File: src/rtl/axis_fifo_pkg.sv
// Shared types and helpers for the AXIS FIFO family.
package axis_fifo_pkg;

  typedef enum logic [1:0] {
    WR_IDLE = 2'd0,
    WR_PKT  = 2'd1,
    WR_DROP = 2'd2
  } wr_state_t;

  // Pointer width including the wrap bit.
  function automatic int unsigned ptr_w(input int unsigned depth);
    return $clog2(depth) + 1;
  endfunction

endpackage

File: src/rtl/AXIS_int.sv
// AXI4-Stream bundle; clk is carried for reference only and must be the FIFO clock.
interface AXIS_int #(
  parameter int unsigned DATA_BYTES = 1,
  parameter int unsigned USER_W     = 1,
  parameter int unsigned ID_W       = 1,
  parameter int unsigned DEST_W     = 1
) (
  input logic clk
);
  logic [DATA_BYTES*8-1:0] tdata;
  logic [DATA_BYTES-1:0]   tkeep;
  logic [DATA_BYTES-1:0]   tstrb;
  logic                    tlast;
  logic                    tvalid;
  logic                    tready;
  logic [ID_W-1:0]         tid;
  logic [DEST_W-1:0]       tdest;
  logic [USER_W-1:0]       tuser;

  modport Master (input clk, output tdata, tkeep, tstrb, tlast, tvalid, tid, tdest, tuser, input tready);
  modport Slave  (input clk, input tdata, tkeep, tstrb, tlast, tvalid, tid, tdest, tuser, output tready);
endinterface

File: src/rtl/axis_fifo_out_stage.sv
// Output stage for RAM-based FIFOs: registered output or combinational bypass.
module axis_fifo_out_stage #(
  parameter int unsigned W          = 8,
  parameter int unsigned OUTPUT_REG = 1
) (
  input  logic         clk,
  input  logic         aresetn,
  input  logic         empty,
  input  logic [W-1:0] rd_data,
  output logic         rd_en,
  output logic         m_tvalid,
  input  logic         m_tready,
  output logic [W-1:0] m_data
);

  if (OUTPUT_REG != 0) begin : g_reg
    logic         valid_q, valid_d;
    logic [W-1:0] data_q, data_d;
    logic         load;

    // Refill when the register is free or being drained; hold while stalled.
    always_comb begin
      load    = (!valid_q || m_tready) && !empty;
      valid_d = valid_q;
      data_d  = data_q;
      if (load) begin
        valid_d = 1'b1;
        data_d  = rd_data;
      end else if (m_tready) begin
        valid_d = 1'b0;
      end
    end

    // Output register state.
    always_ff @(posedge clk or negedge aresetn) begin
      if (!aresetn) begin
        valid_q <= 1'b0;
        data_q  <= '0;
      end else begin
        valid_q <= valid_d;
        data_q  <= data_d;
      end
    end

    assign rd_en    = load;
    assign m_tvalid = valid_q;
    assign m_data   = data_q;
  end else begin : g_bypass
    logic unused_bypass;
    assign unused_bypass = clk ^ aresetn;
    assign m_tvalid      = !empty;
    assign m_data        = rd_data;
    assign rd_en         = !empty && m_tready;
  end

endmodule

File: src/rtl/axis_dist_ram_pkt_fifo.sv
// Single-clock AXIS FIFO in distributed RAM with optional store-and-forward packet mode.
module axis_dist_ram_pkt_fifo
  import axis_fifo_pkg::*;
#(
  parameter int unsigned DEPTH              = 64,
  parameter int unsigned OUTPUT_REG         = 1,
  parameter int unsigned PACKET_MODE        = 1,
  parameter int unsigned ALLOW_BACKPRESSURE = 0,
  parameter int unsigned DROP_BAD_FRAME     = 0,
  parameter int unsigned DATA_BYTES         = 1
) (
  input  logic                     clk,
  input  logic                     aresetn,
  AXIS_int.Slave                   axis_in,
  AXIS_int.Master                  axis_out,
  output logic [ptr_w(DEPTH)-1:0]  occupancy,
  output logic [ptr_w(DEPTH)-1:0]  pkt_count,
  output logic                     drop_pulse,
  output logic                     bad_frame_pulse
);

  localparam int unsigned DL = $clog2(DEPTH);
  localparam int unsigned PW = ptr_w(DEPTH);
  localparam int unsigned DW = DATA_BYTES * 8;
  localparam int unsigned EW = DW + DATA_BYTES + 1;

  typedef logic [PW-1:0] ptr_t;

  ptr_t      wr_cur_q, wr_cur_d, wr_commit_q, wr_commit_d, rd_ptr_q, rd_ptr_d;
  ptr_t      occupancy_q, occupancy_d, pkt_count_q, pkt_count_d;
  wr_state_t state_q, state_d;
  logic      drop_pulse_q, drop_pulse_d, bad_pulse_q, bad_pulse_d;
  logic      mem_we, commit_inc, full, empty, in_ready, accepted, bad_frame;
  logic      rd_en, m_valid, m_last, pop_last;
  logic [EW-1:0] mem [DEPTH];
  logic [EW-1:0] rd_data, m_data;
  logic      unused_in;

  assign unused_in = ^{axis_in.tstrb, axis_in.tid, axis_in.tdest, axis_in.clk, axis_out.clk};

  assign in_ready  = (PACKET_MODE != 0 || ALLOW_BACKPRESSURE == 0) ? 1'b1 : !full;
  assign accepted  = axis_in.tvalid && in_ready;
  assign full      = (wr_cur_q - rd_ptr_q) == ptr_t'(DEPTH);
  assign empty     = rd_ptr_q == wr_commit_q;
  assign bad_frame = (DROP_BAD_FRAME != 0) && axis_in.tuser[0];
  assign pop_last  = m_valid && axis_out.tready && m_last;
  assign rd_data   = mem[rd_ptr_q[DL-1:0]];

  // Write-side policy: commit, roll back or discard incoming beats; pointer and counter updates.
  always_comb begin
    state_d      = state_q;
    wr_cur_d     = wr_cur_q;
    wr_commit_d  = wr_commit_q;
    drop_pulse_d = 1'b0;
    bad_pulse_d  = 1'b0;
    mem_we       = 1'b0;
    commit_inc   = 1'b0;
    if (PACKET_MODE != 0) begin
      if (accepted) begin
        if (state_q == WR_DROP) begin
          if (axis_in.tlast) begin
            drop_pulse_d = 1'b1;
            state_d      = WR_IDLE;
          end
        end else if (full) begin
          // Roll back the partial packet; swallow the rest of it.
          wr_cur_d = wr_commit_q;
          if (axis_in.tlast) begin
            drop_pulse_d = 1'b1;
            state_d      = WR_IDLE;
          end else begin
            state_d = WR_DROP;
          end
        end else begin
          mem_we   = 1'b1;
          wr_cur_d = wr_cur_q + ptr_t'(1);
          if (!axis_in.tlast) begin
            state_d = WR_PKT;
          end else begin
            state_d = WR_IDLE;
            if (bad_frame) begin
              wr_cur_d    = wr_commit_q;
              bad_pulse_d = 1'b1;
            end else begin
              wr_commit_d = wr_cur_q + ptr_t'(1);
              commit_inc  = 1'b1;
            end
          end
        end
      end
    end else if (accepted) begin
      if (full) begin
        drop_pulse_d = 1'b1;
      end else begin
        mem_we      = 1'b1;
        wr_cur_d    = wr_cur_q + ptr_t'(1);
        wr_commit_d = wr_cur_q + ptr_t'(1);
        commit_inc  = axis_in.tlast;
      end
    end
    rd_ptr_d    = rd_ptr_q + ptr_t'(rd_en);
    occupancy_d = wr_commit_d - rd_ptr_d;
    pkt_count_d = pkt_count_q + ptr_t'(commit_inc) - ptr_t'(pop_last);
  end

  // Control state; a reset discards all stored data, committed or not.
  always_ff @(posedge clk or negedge aresetn) begin
    if (!aresetn) begin
      state_q      <= WR_IDLE;
      wr_cur_q     <= '0;
      wr_commit_q  <= '0;
      rd_ptr_q     <= '0;
      occupancy_q  <= '0;
      pkt_count_q  <= '0;
      drop_pulse_q <= 1'b0;
      bad_pulse_q  <= 1'b0;
    end else begin
      state_q      <= state_d;
      wr_cur_q     <= wr_cur_d;
      wr_commit_q  <= wr_commit_d;
      rd_ptr_q     <= rd_ptr_d;
      occupancy_q  <= occupancy_d;
      pkt_count_q  <= pkt_count_d;
      drop_pulse_q <= drop_pulse_d;
      bad_pulse_q  <= bad_pulse_d;
    end
  end

  // Storage array; contents are deliberately not reset.
  always_ff @(posedge clk) begin
    if (mem_we) begin
      mem[wr_cur_q[DL-1:0]] <= {axis_in.tdata, axis_in.tkeep, axis_in.tlast};
    end
  end

  axis_fifo_out_stage #(
    .W          (EW),
    .OUTPUT_REG (OUTPUT_REG)
  ) u_out_stage (
    .clk      (clk),
    .aresetn  (aresetn),
    .empty    (empty),
    .rd_data  (rd_data),
    .rd_en    (rd_en),
    .m_tvalid (m_valid),
    .m_tready (axis_out.tready),
    .m_data   (m_data)
  );

  assign {axis_out.tdata, axis_out.tkeep, m_last} = m_data;
  assign axis_out.tlast  = m_last;
  assign axis_out.tvalid = m_valid;
  assign axis_out.tstrb  = '1;
  assign axis_out.tid    = '0;
  assign axis_out.tdest  = '0;
  assign axis_out.tuser  = '0;
  assign axis_in.tready  = in_ready;

  assign occupancy       = occupancy_q;
  assign pkt_count       = pkt_count_q;
  assign drop_pulse      = drop_pulse_q;
  assign bad_frame_pulse = bad_pulse_q;

endmodule

File: src/flat_wrapper.sv
// flat-port wrapper written by rule: the top's interface ports become plain ports
module axis_dist_ram_pkt_fifo_flat import axis_fifo_pkg::*;
#(
  parameter int unsigned DEPTH              = 64,
  parameter int unsigned OUTPUT_REG         = 1,
  parameter int unsigned PACKET_MODE        = 1,
  parameter int unsigned ALLOW_BACKPRESSURE = 0,
  parameter int unsigned DROP_BAD_FRAME     = 0,
  parameter int unsigned DATA_BYTES         = 1
)
  (clk, aresetn, occupancy, pkt_count, drop_pulse, bad_frame_pulse, axis_in_tdata, axis_in_tkeep, axis_in_tstrb, axis_in_tlast, axis_in_tvalid, axis_in_tid, axis_in_tdest, axis_in_tuser, axis_in_tready, axis_out_tdata, axis_out_tkeep, axis_out_tstrb, axis_out_tlast, axis_out_tvalid, axis_out_tid, axis_out_tdest, axis_out_tuser, axis_out_tready);
  AXIS_int #(.DATA_BYTES(DATA_BYTES)) axis_in_i (.clk(clk));
  AXIS_int #(.DATA_BYTES(DATA_BYTES)) axis_out_i (.clk(clk));
  input  logic clk;
  input  logic aresetn;
  output logic [ptr_w(DEPTH)-1:0] occupancy;
  output logic [ptr_w(DEPTH)-1:0] pkt_count;
  output logic drop_pulse;
  output logic bad_frame_pulse;
  input wire logic [$bits(axis_in_i.tdata)-1:0] axis_in_tdata;
  input wire logic [$bits(axis_in_i.tkeep)-1:0] axis_in_tkeep;
  input wire logic [$bits(axis_in_i.tstrb)-1:0] axis_in_tstrb;
  input wire logic [$bits(axis_in_i.tlast)-1:0] axis_in_tlast;
  input wire logic [$bits(axis_in_i.tvalid)-1:0] axis_in_tvalid;
  input wire logic [$bits(axis_in_i.tid)-1:0] axis_in_tid;
  input wire logic [$bits(axis_in_i.tdest)-1:0] axis_in_tdest;
  input wire logic [$bits(axis_in_i.tuser)-1:0] axis_in_tuser;
  output wire logic [$bits(axis_in_i.tready)-1:0] axis_in_tready;
  output wire logic [$bits(axis_out_i.tdata)-1:0] axis_out_tdata;
  output wire logic [$bits(axis_out_i.tkeep)-1:0] axis_out_tkeep;
  output wire logic [$bits(axis_out_i.tstrb)-1:0] axis_out_tstrb;
  output wire logic [$bits(axis_out_i.tlast)-1:0] axis_out_tlast;
  output wire logic [$bits(axis_out_i.tvalid)-1:0] axis_out_tvalid;
  output wire logic [$bits(axis_out_i.tid)-1:0] axis_out_tid;
  output wire logic [$bits(axis_out_i.tdest)-1:0] axis_out_tdest;
  output wire logic [$bits(axis_out_i.tuser)-1:0] axis_out_tuser;
  input wire logic [$bits(axis_out_i.tready)-1:0] axis_out_tready;
  assign axis_in_i.tdata = axis_in_tdata;
  assign axis_in_i.tkeep = axis_in_tkeep;
  assign axis_in_i.tstrb = axis_in_tstrb;
  assign axis_in_i.tlast = axis_in_tlast;
  assign axis_in_i.tvalid = axis_in_tvalid;
  assign axis_in_i.tid = axis_in_tid;
  assign axis_in_i.tdest = axis_in_tdest;
  assign axis_in_i.tuser = axis_in_tuser;
  assign axis_in_tready = axis_in_i.tready;
  assign axis_out_tdata = axis_out_i.tdata;
  assign axis_out_tkeep = axis_out_i.tkeep;
  assign axis_out_tstrb = axis_out_i.tstrb;
  assign axis_out_tlast = axis_out_i.tlast;
  assign axis_out_tvalid = axis_out_i.tvalid;
  assign axis_out_tid = axis_out_i.tid;
  assign axis_out_tdest = axis_out_i.tdest;
  assign axis_out_tuser = axis_out_i.tuser;
  assign axis_out_i.tready = axis_out_tready;
  axis_dist_ram_pkt_fifo #(.DEPTH(DEPTH), .OUTPUT_REG(OUTPUT_REG), .PACKET_MODE(PACKET_MODE), .ALLOW_BACKPRESSURE(ALLOW_BACKPRESSURE), .DROP_BAD_FRAME(DROP_BAD_FRAME), .DATA_BYTES(DATA_BYTES)) u_core (.clk(clk), .aresetn(aresetn), .axis_in(axis_in_i), .axis_out(axis_out_i), .occupancy(occupancy), .pkt_count(pkt_count), .drop_pulse(drop_pulse), .bad_frame_pulse(bad_frame_pulse));
endmodule
File: config.mk
export PLATFORM = sky130hd
export DESIGN_NAME = axis_dist_ram_pkt_fifo_flat
export DESIGN_NICKNAME = d
export VERILOG_FILES = /design/src/rtl/axis_fifo_pkg.sv /design/src/rtl/AXIS_int.sv /design/src/rtl/axis_fifo_out_stage.sv /design/src/rtl/axis_dist_ram_pkt_fifo.sv /design/src/flat_wrapper.sv
export SDC_FILE = /design/constraint.sdc
export NUM_CORES = 1
export LEC_CHECK = 0
export ABC_AREA = 1
export CAP_MARGIN = 20
export CORE_UTILIZATION = 60
export CTS_BUF_LIST = sky130_fd_sc_hd__clkbuf_4 sky130_fd_sc_hd__clkbuf_8
export DETAILED_ROUTE_END_ITERATION = 10
export PLACE_DENSITY = 0.77
export SKIP_CTS_REPAIR_TIMING = 1
export SLEW_MARGIN = 20
export SYNTH_ARGS = -nofsm -noshare
export SYNTH_HDL_FRONTEND = slang
export SYNTH_SLANG_ARGS = --single-unit
File: constraint.sdc
create_clock -name clk -period 9.9 [get_ports clk]
set_input_delay 1.98 -clock clk [delete_from_list [all_inputs] [get_ports clk]]
set_output_delay 1.98 -clock clk [all_outputs]
set_load 0.01 [all_outputs]
# Word level (Yosys, flattened, before mapping)
# Memories as Yosys holds them, arrays and structs flattened. A register that Yosys moved wholly into a read port is not among the register bits.
# Index checks and enable logic that the tools add are counted.
totals:
  ramBits: 640
  n_memories: 1
  elab_cells: 54
  input_bits: 18
  output_inout_bits: 32
  ff_bits: 39
classes:
  muxes: 24
  n_bitwise: 1
  eq_ne: 4
  n_reduce_logical: 10
  addsub: 6
memory_table:
  columns: ["name", "depth", "word_bits", "rd", "rd_clocked_by_memory_dff", "wr", "line", "rtl"]
  rows:
  - ["u_core.mem", 64, 10, 1, 1, 1, "axis_dist_ram_pkt_fifo.sv:35", "logic [EW-1:0] mem [DEPTH];"]
ops:
  columns: ["op", "n"]
  rows:
  - ["7-bit 2-to-1 mux", 5]
  - ["1-bit 2-to-1 mux", 15]
  - ["7-bit by 1-bit adder with 7-bit output", 2]
  - ["7-bit subtractor", 2]
  - ["2-bit 2-to-1 mux", 4]
  - ["7-bit by 1-bit adder with 7-bit output, second input constant", 1]
  - ["7-bit == test", 1]
  - ["7-bit == test, second input constant", 1]
  - ["7-bit by 1-bit subtractor with 7-bit output", 1]
  - ["2-bit AND reduction", 2]
  - ["1-bit logical AND", 3]
  - ["1-bit zero test", 3]
  - ["2-bit == test, second input constant", 1]
  - ["2-bit != test, second input constant", 1]
  - ["2-bit nonzero test", 1]
  - ["1-bit logical OR", 1]
  - ["1-bit inverter", 1]

# Logic depth before layout (Yosys ltp)
# Gate-level depths: netlist of the first run.
logic_depth:
  depth_word: 7
  depth_mapped: 25
  mapped_depth_nobuf: 22

# Hierarchy
# Synthesis of the first run repeated with hierarchy kept, for this count alone.
hier_totals:
  hier_cells: 2580
  hier_area_um2: 29007.8
modules_own_cells:
  columns: ["mod", "instances", "cells_per_inst", "seq_area_each_um2", "area_each_um2"]
  rows:
  - ["axis_dist_ram_pkt_fifo", 1, 2530, 20169.3, 28553.6]
  - ["axis_fifo_out_stage", 1, 50, 275.3, 454.2]

# Worst setup path after synthesis of the first run
# OpenSTA, ideal clock, no wires.
synth_path:
  path_kind: "input to register"
  from: "input port axis_out_tready"
  to: "register u_core.occupancy_q[5], in the netlist u_core.occupancy[5]"
  required_time_ps: 9778
  path_stages: 16
  setup_time_ps: 122
  path_buffers: 1
  arrival_ps: 3956
  setup_slack_ps: 5822
  path_cell_list: "inv_1 > nand2_1 > nand2_1 > inv_1 > buf_2 > ha_1 > ha_1 > xor2_1 > inv_1 > ha_1 > nand2_1 > o21ai_0 > nand2_1 > a21oi_1 > nor2_1 > xnor2_1"
synth_between:
  elab_chain_cells: 4
synth_lines:
  columns: ["item", "line", "rtl"]
  rows:
  - ["from (decl)", "flat_wrapper.sv:37", "input wire logic [$bits(axis_out_i.tready)-1:0] axis_out_tready;"]
  - ["1-bit logical OR", "axis_fifo_out_stage.sv:23", "load = (!valid_q || m_tready) && !empty;"]
  - ["1-bit logical AND", "axis_fifo_out_stage.sv:23", null]
  - ["named net u_core.rd_en", "axis_dist_ram_pkt_fifo.sv:34", "logic rd_en, m_valid, m_last, pop_last;"]
  - ["7-bit by 1-bit adder with 7-bit output", "axis_dist_ram_pkt_fifo.sv:101", "rd_ptr_d = rd_ptr_q + ptr_t'(rd_en);"]
  - ["named net u_core.rd_ptr_d[2]", "axis_dist_ram_pkt_fifo.sv:29", "ptr_t wr_cur_q, wr_cur_d, wr_commit_q, wr_commit_d, rd_ptr_q, rd_ptr_d;"]
  - ["7-bit subtractor", "axis_dist_ram_pkt_fifo.sv:102", "occupancy_d = wr_commit_d - rd_ptr_d;"]
  - ["named net u_core.occupancy_d[5]", "axis_dist_ram_pkt_fifo.sv:30", "ptr_t occupancy_q, occupancy_d, pkt_count_q, pkt_count_d;"]
  - ["to (signal assigned)", "axis_dist_ram_pkt_fifo.sv:122", "occupancy_q <= occupancy_d;"]
  - ["to (decl)", "axis_dist_ram_pkt_fifo.sv:30", null]
# The timed path passes the listed nets, and every way through them passes these cells.
# A chain may end at the register's enable or synchronous reset.

# Worst setup path in the final report of the first run
layout_path:
  from: "register u_core.rd_ptr_q[0]"
  to: "memory u_core.mem[58][3] (netlist bit) (enable)"
layout_between:
  elab_chain_cells: 7
layout_lines:
  columns: ["item", "line", "rtl"]
  rows:
  - ["from (decl)", "axis_dist_ram_pkt_fifo.sv:29", null]
  - ["from (signal assigned)", "axis_dist_ram_pkt_fifo.sv:121", "rd_ptr_q <= rd_ptr_d;"]
  - ["7-bit subtractor", "axis_dist_ram_pkt_fifo.sv:43", "assign full = (wr_cur_q - rd_ptr_q) == ptr_t'(DEPTH);"]
  - ["7-bit == test", "axis_dist_ram_pkt_fifo.sv:43", null]
  - ["1-bit 2-to-1 mux", "axis_dist_ram_pkt_fifo.sv:65", "end else if (full) begin"]
  - ["1-bit 2-to-1 mux", "axis_dist_ram_pkt_fifo.sv:60", "if (state_q == WR_DROP) begin"]
  - ["1-bit 2-to-1 mux", "axis_dist_ram_pkt_fifo.sv:59", "if (accepted) begin"]
  - ["1-bit 2-to-1 mux", "axis_dist_ram_pkt_fifo.sv:131", "if (mem_we) begin"]
  - ["1-bit 2-to-1 mux (implied by the code)", "axis_dist_ram_pkt_fifo.sv:132", "mem[wr_cur_q[DL-1:0]] <= {axis_in.tdata, axis_in.tkeep, axis_in.tlast};"]
  - ["to (decl)", "axis_dist_ram_pkt_fifo.sv:35", null]
# No other way between the ends.

==> results of run 1 <==
==> cells by family after synthesis <==
logic type,Yosys count,share of synthesized area
xor gates and xnor gates,21,0.00651
and+or+nand+nor,651,0.0897
buffers and inverters,217,0.0403
muxes,4,0.00142
DFF,689,0.724
other,2,0.000266
adders and majority gates,24,0.0112
AOI/OAI and AO/OA,639,0.127
==> worst max path at each step <==
stage                                to                from  slack [ps]  cells past startpoint
floorplan           u_core.occupancy[5]     axis_out_tready        5820                     16
global placement      u_core.mem[59][4]      axis_in_tvalid        4280                      7
detailed placement    u_core.mem[59][4]      axis_in_tvalid        4170                      7
CTS                   u_core.mem[59][3]  u_core.rd_ptr_q[0]        4560                     12
global route          u_core.mem[58][7]  u_core.rd_ptr_q[0]        4310                     12
finish                u_core.mem[58][3]  u_core.rd_ptr_q[0]        4460                     12
==> worst reg2reg max path: stages, from the launching register on <==
cell                      delay [ps]
sky130_fd_sc_hd__dfrtp_4         750
sky130_fd_sc_hd__buf_4           810
sky130_fd_sc_hd__ha_1            320
sky130_fd_sc_hd__inv_1            50
sky130_fd_sc_hd__nor2_1          140
sky130_fd_sc_hd__nor2_1           70
sky130_fd_sc_hd__a21oi_1         120
sky130_fd_sc_hd__nor2_1           70
sky130_fd_sc_hd__nand2_2         260
sky130_fd_sc_hd__nand2_2         150
sky130_fd_sc_hd__inv_2           170
sky130_fd_sc_hd__nand4_1         880
sky130_fd_sc_hd__nor2_1         1260
==> cell usage after synthesis (15+ instances only) <==
| cell | n | share of area |
|---|---|---|
| sky130_fd_sc_hd__o211ai_1 | 21 | 0.0056 |
| sky130_fd_sc_hd__nor2_1 | 463 | 0.062 |
| sky130_fd_sc_hd__ha_1 | 22 | 0.0097 |
| sky130_fd_sc_hd__edfxtp_1 | 640 | 0.68 |
| sky130_fd_sc_hd__buf_6 | 15 | 0.0060 |
| sky130_fd_sc_hd__o22ai_1 | 138 | 0.031 |
| sky130_fd_sc_hd__o21ai_1 | 37 | 0.0066 |
| sky130_fd_sc_hd__o221ai_1 | 32 | 0.0099 |
| sky130_fd_sc_hd__buf_4 | 32 | 0.0085 |
| sky130_fd_sc_hd__nand2_1 | 143 | 0.019 |
| sky130_fd_sc_hd__a21oi_1 | 39 | 0.0069 |
| sky130_fd_sc_hd__buf_2 | 46 | 0.0081 |
| sky130_fd_sc_hd__nand3_1 | 25 | 0.0044 |
| sky130_fd_sc_hd__xor2_1 | 17 | 0.0053 |
| sky130_fd_sc_hd__dfrtp_1 | 49 | 0.043 |
| sky130_fd_sc_hd__inv_1 | 63 | 0.0084 |
| sky130_fd_sc_hd__clkbuf_1 | 47 | 0.0062 |
| sky130_fd_sc_hd__o21ai_0 | 351 | 0.062 |
==> cell type report <==
| cell class | instances | share of cell area |
|---|---|---|
| Antenna cell | 1 | 0.0000813 |
| Sequential cell | 689 | 0.665 |
| Clock buffer | 153 | 0.0597 |
| Clock inverter | 41 | 0.00809 |
| Multi-Input combinational cell | 1345 | 0.217 |
| Inverter | 69 | 0.00874 |
| Tap cell | 607 | 0.0247 |
| Timing Repair Buffer | 61 | 0.0163 |
==> through the flow <==
step / setup slack, ps / std cells / hold slack (ps)
3_5_place_dp: 4170 / 2770 / 473
6_report: 4460 / 2966 / 485
2_1_floorplan: 5820 / 2251 / 453
5_1_grt: 4310 / 2965 / 514
3_3_place_gp: 4280 / 2770 / 468
4_1_cts: 4560 / 2964 / 487
==> flip-flops by register name, indices dropped and copies added, names as in the netlist <==
| name | flops |
|---|---|
| u_core.state_q | 2 |
| u_core.pkt_count | 7 |
| u_core.mem | 640 |
| u_core.drop_pulse | 1 |
| u_core.rd_ptr_q | 7 |
| u_core.wr_cur_q | 7 |
| u_core.u_out_stage.m_data | 10 |
| u_core.wr_commit_q | 7 |
| u_core.occupancy | 7 |
| u_core.u_out_stage.m_tvalid | 1 |
==> metal layers <==
layer,part of all wire,global-route usage,wire length [um]
met5,0,0,0
met4,0.033,0.118,2240
met3,0.10,0.0588,6880
met2,0.48,0.452,32600
met1,0.39,0.397,26500
==> power groups by stage <==
| stage | clock network [mW] | logic (mW) | registers (mW) |
|---|---|---|---|
| detailed placement | 0 | 3.06 | 3.64 |
| global route | 2.46 | 3.40 | 3.61 |
| floorplan | 0 | 2.27 | 3.52 |
| CTS | 2.33 | 3.07 | 3.59 |
| global placement | 0 | 2.95 | 3.64 |
| finish | 2.32 | 3.13 | 3.59 |
==> flow_summary.rst, run 1 <==
.. list-table::
   :header-rows: 1

   * - Metric
     - Value
   * - Routed len/inst
     - 23.0 um
   * - Clock network fraction of design power
     - 0.256
   * - Critical path startpoint category
     - flop
   * - Required time worst endpoint
     - 10200 ps
   * - Most common cell after layout, fill and taps aside
     - sky130_fd_sc_hd__edfxtp_1
   * - Initial cell density of the core
     - 0.608
   * - Synthesized area per cell
     - 12.6 um^2
   * - Tcrit/Tclk final
     - 0.549
   * - Register Area
     - 0.0205 mm^2
   * - Number of vias per cell
     - 6.25
   * - Power density relative to cell area
     - 294 mW/mm^2
   * - Worst slew margin relative to its limit
     - 0.208
   * - Clock insertion delay at the later pin of the skew report
     - 700 ps
   * - Reg-to-reg endpoint
     - u_core.mem[58][3]
   * - Number of DRC markers after the initial detailed-route iteration
     - 2449
   * - Post-layout min period
     - 5440 ps
   * - Worst setup EP type
     - flop
   * - Highest-count cells in the layout ignoring fill and taps
     - 640 x sky130_fd_sc_hd__edfxtp_1, 461 x sky130_fd_sc_hd__nor2_1, 351 x sky130_fd_sc_hd__o21ai_0
   * - Data arrival time at the worst-slack endpoint
     - 5740 ps
   * - Slew @ Worst Pin
     - 1180 ps
   * - # clock sinks
     - 689
   * - Post-DP HPWL
     - 36900 um
   * - # Max-Cap Violations
     - 0
   * - Grt ovf
     - 0
   * - Sequential area share after synthesis
     - 0.724
   * - Peak supply drop
     - 0.479 mV
   * - Largest net degree at the start of global routing
     - 155
   * - Number of distinct standard cells referenced by the synthesized netlist
     - 41
   * - Core area
     - 0.0465 mm^2
   * - Total Die Area
     - 0.0480 mm^2
   * - TritonCTS Buffers
     - 105
   * - Cell family contributing the most delay on the critical path
     - simple AND/OR/NAND/NOR gates
   * - # H-tree levels
     - 3
   * - Launch instance of the worst min-delay path
     - u_core.state_q[1]
   * - Proportion of power drawn by flip-flops and latches
     - 0.398
   * - End-of-flow core utilization
     - 0.662
   * - Area occupied by multi-input gates
     - 0.00669 mm^2
   * - Total power draw
     - 9.03 mW
   * - Largest fanout on the critical path
     - 98
   * - I/O pin cnt
     - 50
   * - CP cell instances
     - buf_4, ha_1, inv_1, nor2_1, nor2_1, a21oi_1, nor2_1, nand2_2, nand2_2, inv_2, nand4_1, nor2_1
   * - Class of the most critical hold timing path
     - flop to flop
   * - Number of enable flip-flop cells after synthesis
     - 640
   * - Timing-limited maximum frequency
     - 184 MHz
   * - Flip-flop and latch count after synthesis
     - 689
   * - Switching Share
     - 0.384
   * - Final hold vios
     - 0
   * - Cell area after synthesis
     - 0.0283 mm^2
   * - Number of antenna violations at the first check in global routing
     - 0
   * - Fraction of registers with async set/reset
     - 0.0711
   * - Worst path slowest cell
     - sky130_fd_sc_hd__nor2_1
   * - Number of setup violations in the final report
     - 0
   * - Number of buffers and inverters on the critical path
     - 3
   * - Min-Delay Path Depth
     - 2
   * - Startpoint of the worst register-to-register path
     - u_core.rd_ptr_q[0]
   * - TritonCTS clock tree
     - done
   * - Final net count
     - 2313
   * - Outcome
     - completed
   * - Root Buffer
     - sky130_fd_sc_hd__clkbuf_8
   * - First-pass GRT wire length
     - 102000 um
   * - Most frequent cell on the critical path
     - sky130_fd_sc_hd__nor2_1
   * - Number of pins with negative max-slew slack in the final report
     - 0
   * - Leak Pwr
     - 10.3 nW
   * - Post-synth top flop
     - sky130_fd_sc_hd__edfxtp_1
   * - WHS Endpoint
     - u_core.state_q[1]
   * - Global-route usage over all layers
     - 0.288
   * - Placed Area
     - 0.0287 mm^2
   * - Clock skew after layout
     - 16.4 ps
   * - Number of cells on the worst reg-to-reg path
     - 12
   * - Floorplan die height
     - 219 um
   * - Slowest Stage Delay on Critical Path
     - 1250 ps
   * - Number of warning messages in the yosys log
     - 0
   * - Reg-to-reg slack, setup
     - 4460 ps
   * - CTS max path bufs
     - 3
   * - Remaining DRCs
     - 0
   * - Net switching component of the power
     - 3.46 mW
   * - Setup_tns
     - 0 ps
   * - Cells after synthesis
     - 2247
   * - Number of inserted filler cells in the final layout
     - 3261
   * - GPL Wtd Cong
     - 0.862
   * - Number of global-route vias before repair
     - 17.7k
   * - Width of the chip
     - 219 um
   * - RSZ-0062 raised after global routing
     - false
   * - Total number of vias
     - 18.5k
   * - Clock transition at path regs
     - 70 ps
   * - Number of cell rows
     - 79
   * - First-pass iteration count of the detailed router
     - 5
   * - Total wire length
     - 68200 um
   * - Area delta synth->final
     - 8.89%
   * - Share of layout cells above drive strength 1
     - 0.0954
   * - Count of input and output buffers
     - 39
   * - Design internal power
     - 5.57 mW
   * - Cell area after layout
     - 0.0308 mm^2
   * - Combinational Power Share
     - 0.346
   * - Post-route ant nets
     - 0
   * - Start-to-end type of the worst setup path
     - flop to flop
Power figures use the tool's default switching activity.
==> inputs of run 2 (changes only) <==
==> constraint.sdc (replaced) <==
create_clock -name clk -period 5.5 [get_ports clk]
set_input_delay 1.1 -clock clk [delete_from_list [all_inputs] [get_ports clk]]
set_output_delay 1.1 -clock clk [all_outputs]
set_load 0.01 [all_outputs]
==> flow_summary.rst, run 2 (synthesis gave the netlist of run 1 again) <==
.. list-table::
   :header-rows: 1

   * - Metric
     - Value
   * - Register Area
     - 0.0205 mm^2
   * - Number of inserted filler cells in the final layout
     - 3313
   * - Highest-count cells in the layout ignoring fill and taps
     - 640 x sky130_fd_sc_hd__edfxtp_1, 460 x sky130_fd_sc_hd__nor2_1, 351 x sky130_fd_sc_hd__o21ai_0
   * - Outcome
     - completed
   * - Count of input and output buffers
     - 39
   * - Clock transition at path regs
     - 60 ps
   * - Tcrit/Tclk final
     - 0.834
   * - Area delta synth->final
     - 9.29%
   * - Timing-limited maximum frequency
     - 218 MHz
   * - Flip-flop count of the largest register, all copies and words added
     - 640
   * - Clock network fraction of design power
     - 0.257
   * - Net switching component of the power
     - 6.18 mW
   * - GPL Wtd Cong
     - 0.915
   * - Routed len/inst
     - 23.0 um
   * - Min-Delay Path Depth
     - 2
   * - First-pass GRT wire length
     - 104000 um
   * - First-pass iteration count of the detailed router
     - 7
   * - Root Buffer
     - sky130_fd_sc_hd__clkbuf_8
   * - Worst slew margin relative to its limit
     - 0.258
   * - Required time worst endpoint
     - 5790 ps
   * - Core area
     - 0.0465 mm^2
   * - Slowest Stage Delay on Critical Path
     - 1080 ps
   * - Width of the chip
     - 219 um
   * - Class of the most critical hold timing path
     - flop to flop
   * - Remaining DRCs
     - 0
   * - Placed Area
     - 0.0288 mm^2
   * - Most common cell after layout, fill and taps aside
     - sky130_fd_sc_hd__edfxtp_1
   * - Floorplan die height
     - 219 um
   * - Start-to-end type of the worst setup path
     - flop to flop
   * - Worst setup EP type
     - flop
   * - Total Die Area
     - 0.0480 mm^2
   * - Share of layout cells above drive strength 1
     - 0.102
   * - Final net count
     - 2325
   * - Grt ovf
     - 0
   * - Post-route ant nets
     - 0
   * - Post-DP HPWL
     - 37200 um
   * - Final hold vios
     - 0
   * - # clock sinks
     - 689
   * - Number of cell rows
     - 79
   * - Number of vias per cell
     - 6.23
   * - Reg-to-reg slack, setup
     - 910 ps
   * - Total wire length
     - 68300 um
   * - Post-layout min period
     - 4590 ps
   * - CTS max path bufs
     - 3
   * - Most frequent cell on the critical path
     - sky130_fd_sc_hd__nand2_1
   * - Initial cell density of the core
     - 0.608
   * - Critical path startpoint category
     - flop
   * - Number of cells on the worst reg-to-reg path
     - 12
   * - Post-route insts no fill
     - 2972
   * - Number of pins with negative max-slew slack in the final report
     - 0
   * - Largest fanout on the critical path
     - 16
   * - Global-route usage over all layers
     - 0.289
   * - Area occupied by multi-input gates
     - 0.00669 mm^2
   * - Final WS setup
     - 914 ps
   * - Number of setup violations in the final report
     - 0
   * - Setup_tns
     - 0 ps
   * - Peak supply drop
     - 0.495 mV
   * - Worst path slowest cell
     - sky130_fd_sc_hd__nor2_1
   * - Data arrival time at the worst-slack endpoint
     - 4870 ps
   * - Proportion of power drawn by flip-flops and latches
     - 0.392
   * - Number of antenna violations at the first check in global routing
     - 1
   * - Switching Share
     - 0.380
   * - TritonCTS clock tree
     - done
   * - I/O pin cnt
     - 50
   * - Post-placement cell count
     - 2783
   * - # H-tree levels
     - 3
   * - Worst setup slack after placement
     - 970 ps
   * - Combinational Power Share
     - 0.352
   * - Worst path depth
     - 12
   * - Total number of vias
     - 18.5k
   * - Number of DRC markers after the initial detailed-route iteration
     - 2369
   * - CP cell instances
     - inv_1, ha_1, nand2_1, nor2_1, nand2_1, nand4_1, nand2_1, nand2_2, nand2_2, inv_2, nand4_1, nor2_1
   * - Number of antenna cells inserted
     - 0
   * - # Max-Cap Violations
     - 0
   * - RSZ-0062 raised after global routing
     - false
   * - TritonCTS Buffers
     - 105
   * - Number of global-route vias before repair
     - 18.1k
   * - Number of buffers and inverters on the critical path
     - 2
   * - Largest net degree at the start of global routing
     - 231
   * - Clock skew after layout
     - 25.8 ps
   * - Clock insertion delay at the later pin of the skew report
     - 690 ps
   * - Design internal power
     - 10.1 mW
   * - Total power draw
     - 16.3 mW
   * - Cell family contributing the most delay on the critical path
     - simple AND/OR/NAND/NOR gates
   * - Slew @ Worst Pin
     - 1110 ps
   * - Leak Pwr
     - 10.4 nW
   * - Power density relative to cell area
     - 527 mW/mm^2
   * - Cell area after layout
     - 0.0309 mm^2
## run 2: layout make-up
class	instances	area share
clock buffer	167	0.0633
inverter	69	0.00871
tap	607	0.0246
clock inverter	22	0.00413
multi-input combinational	1345	0.217
sequential	689	0.662
timing repair buffer	73	0.0200
## run 2: power groups by stage
stage / combinational [mW] / clock (mW) / sequential (mW)
final: 5.73 / 4.18 / 6.37
after global routing: 6.27 / 4.44 / 6.40
after CTS: 5.66 / 4.21 / 6.36
after detailed placement: 5.63 / 0 / 6.47
after global placement: 5.48 / 0 / 6.46
after floorplan: 4.08 / 0 / 6.33
## run 2: worst reg2reg max path: stages, from the launching register on
cell and delay, ps:
sky130_fd_sc_hd__dfrtp_1 790, sky130_fd_sc_hd__inv_1 380, sky130_fd_sc_hd__ha_1 440, sky130_fd_sc_hd__nand2_1 90, sky130_fd_sc_hd__nor2_1 110, sky130_fd_sc_hd__nand2_1 80
sky130_fd_sc_hd__nand4_1 90, sky130_fd_sc_hd__nand2_1 70, sky130_fd_sc_hd__nand2_2 90, sky130_fd_sc_hd__nand2_2 100, sky130_fd_sc_hd__inv_2 170, sky130_fd_sc_hd__nand4_1 690
sky130_fd_sc_hd__nor2_1 1080
## run 2: worst paths after layout
path | startpoint | endpoint
min in group asynchronous | aresetn | u_core.pkt_count[6]
worst min-delay path | u_core.state_q[0] | u_core.state_q[0]
max in group asynchronous | aresetn | u_core.rd_ptr_q[1]
worst min register to register | u_core.state_q[0] | u_core.state_q[0]
worst max register to register | u_core.rd_ptr_q[4] | u_core.mem[13][2]
worst max-delay path | u_core.rd_ptr_q[4] | u_core.mem[13][2]
## run 2: stage by stage
stage                     hold WS (ps)  utilization
final                              492        0.665
after global routing               507        0.665
after CTS                          497        0.664
after detailed placement           482        0.620
after global placement             469        0.620
after floorplan                    453            -
## run 2: routing by layer
layer / track usage / share of wire / vias to the layer above
li1: - / - / 8313
met1: 0.391 / 0.39 / 9002
met2: 0.458 / 0.48 / 1029
met3: 0.0633 / 0.097 / 173
met4: 0.119 / 0.035 / 2
met5: 0 / 0.00025 / -
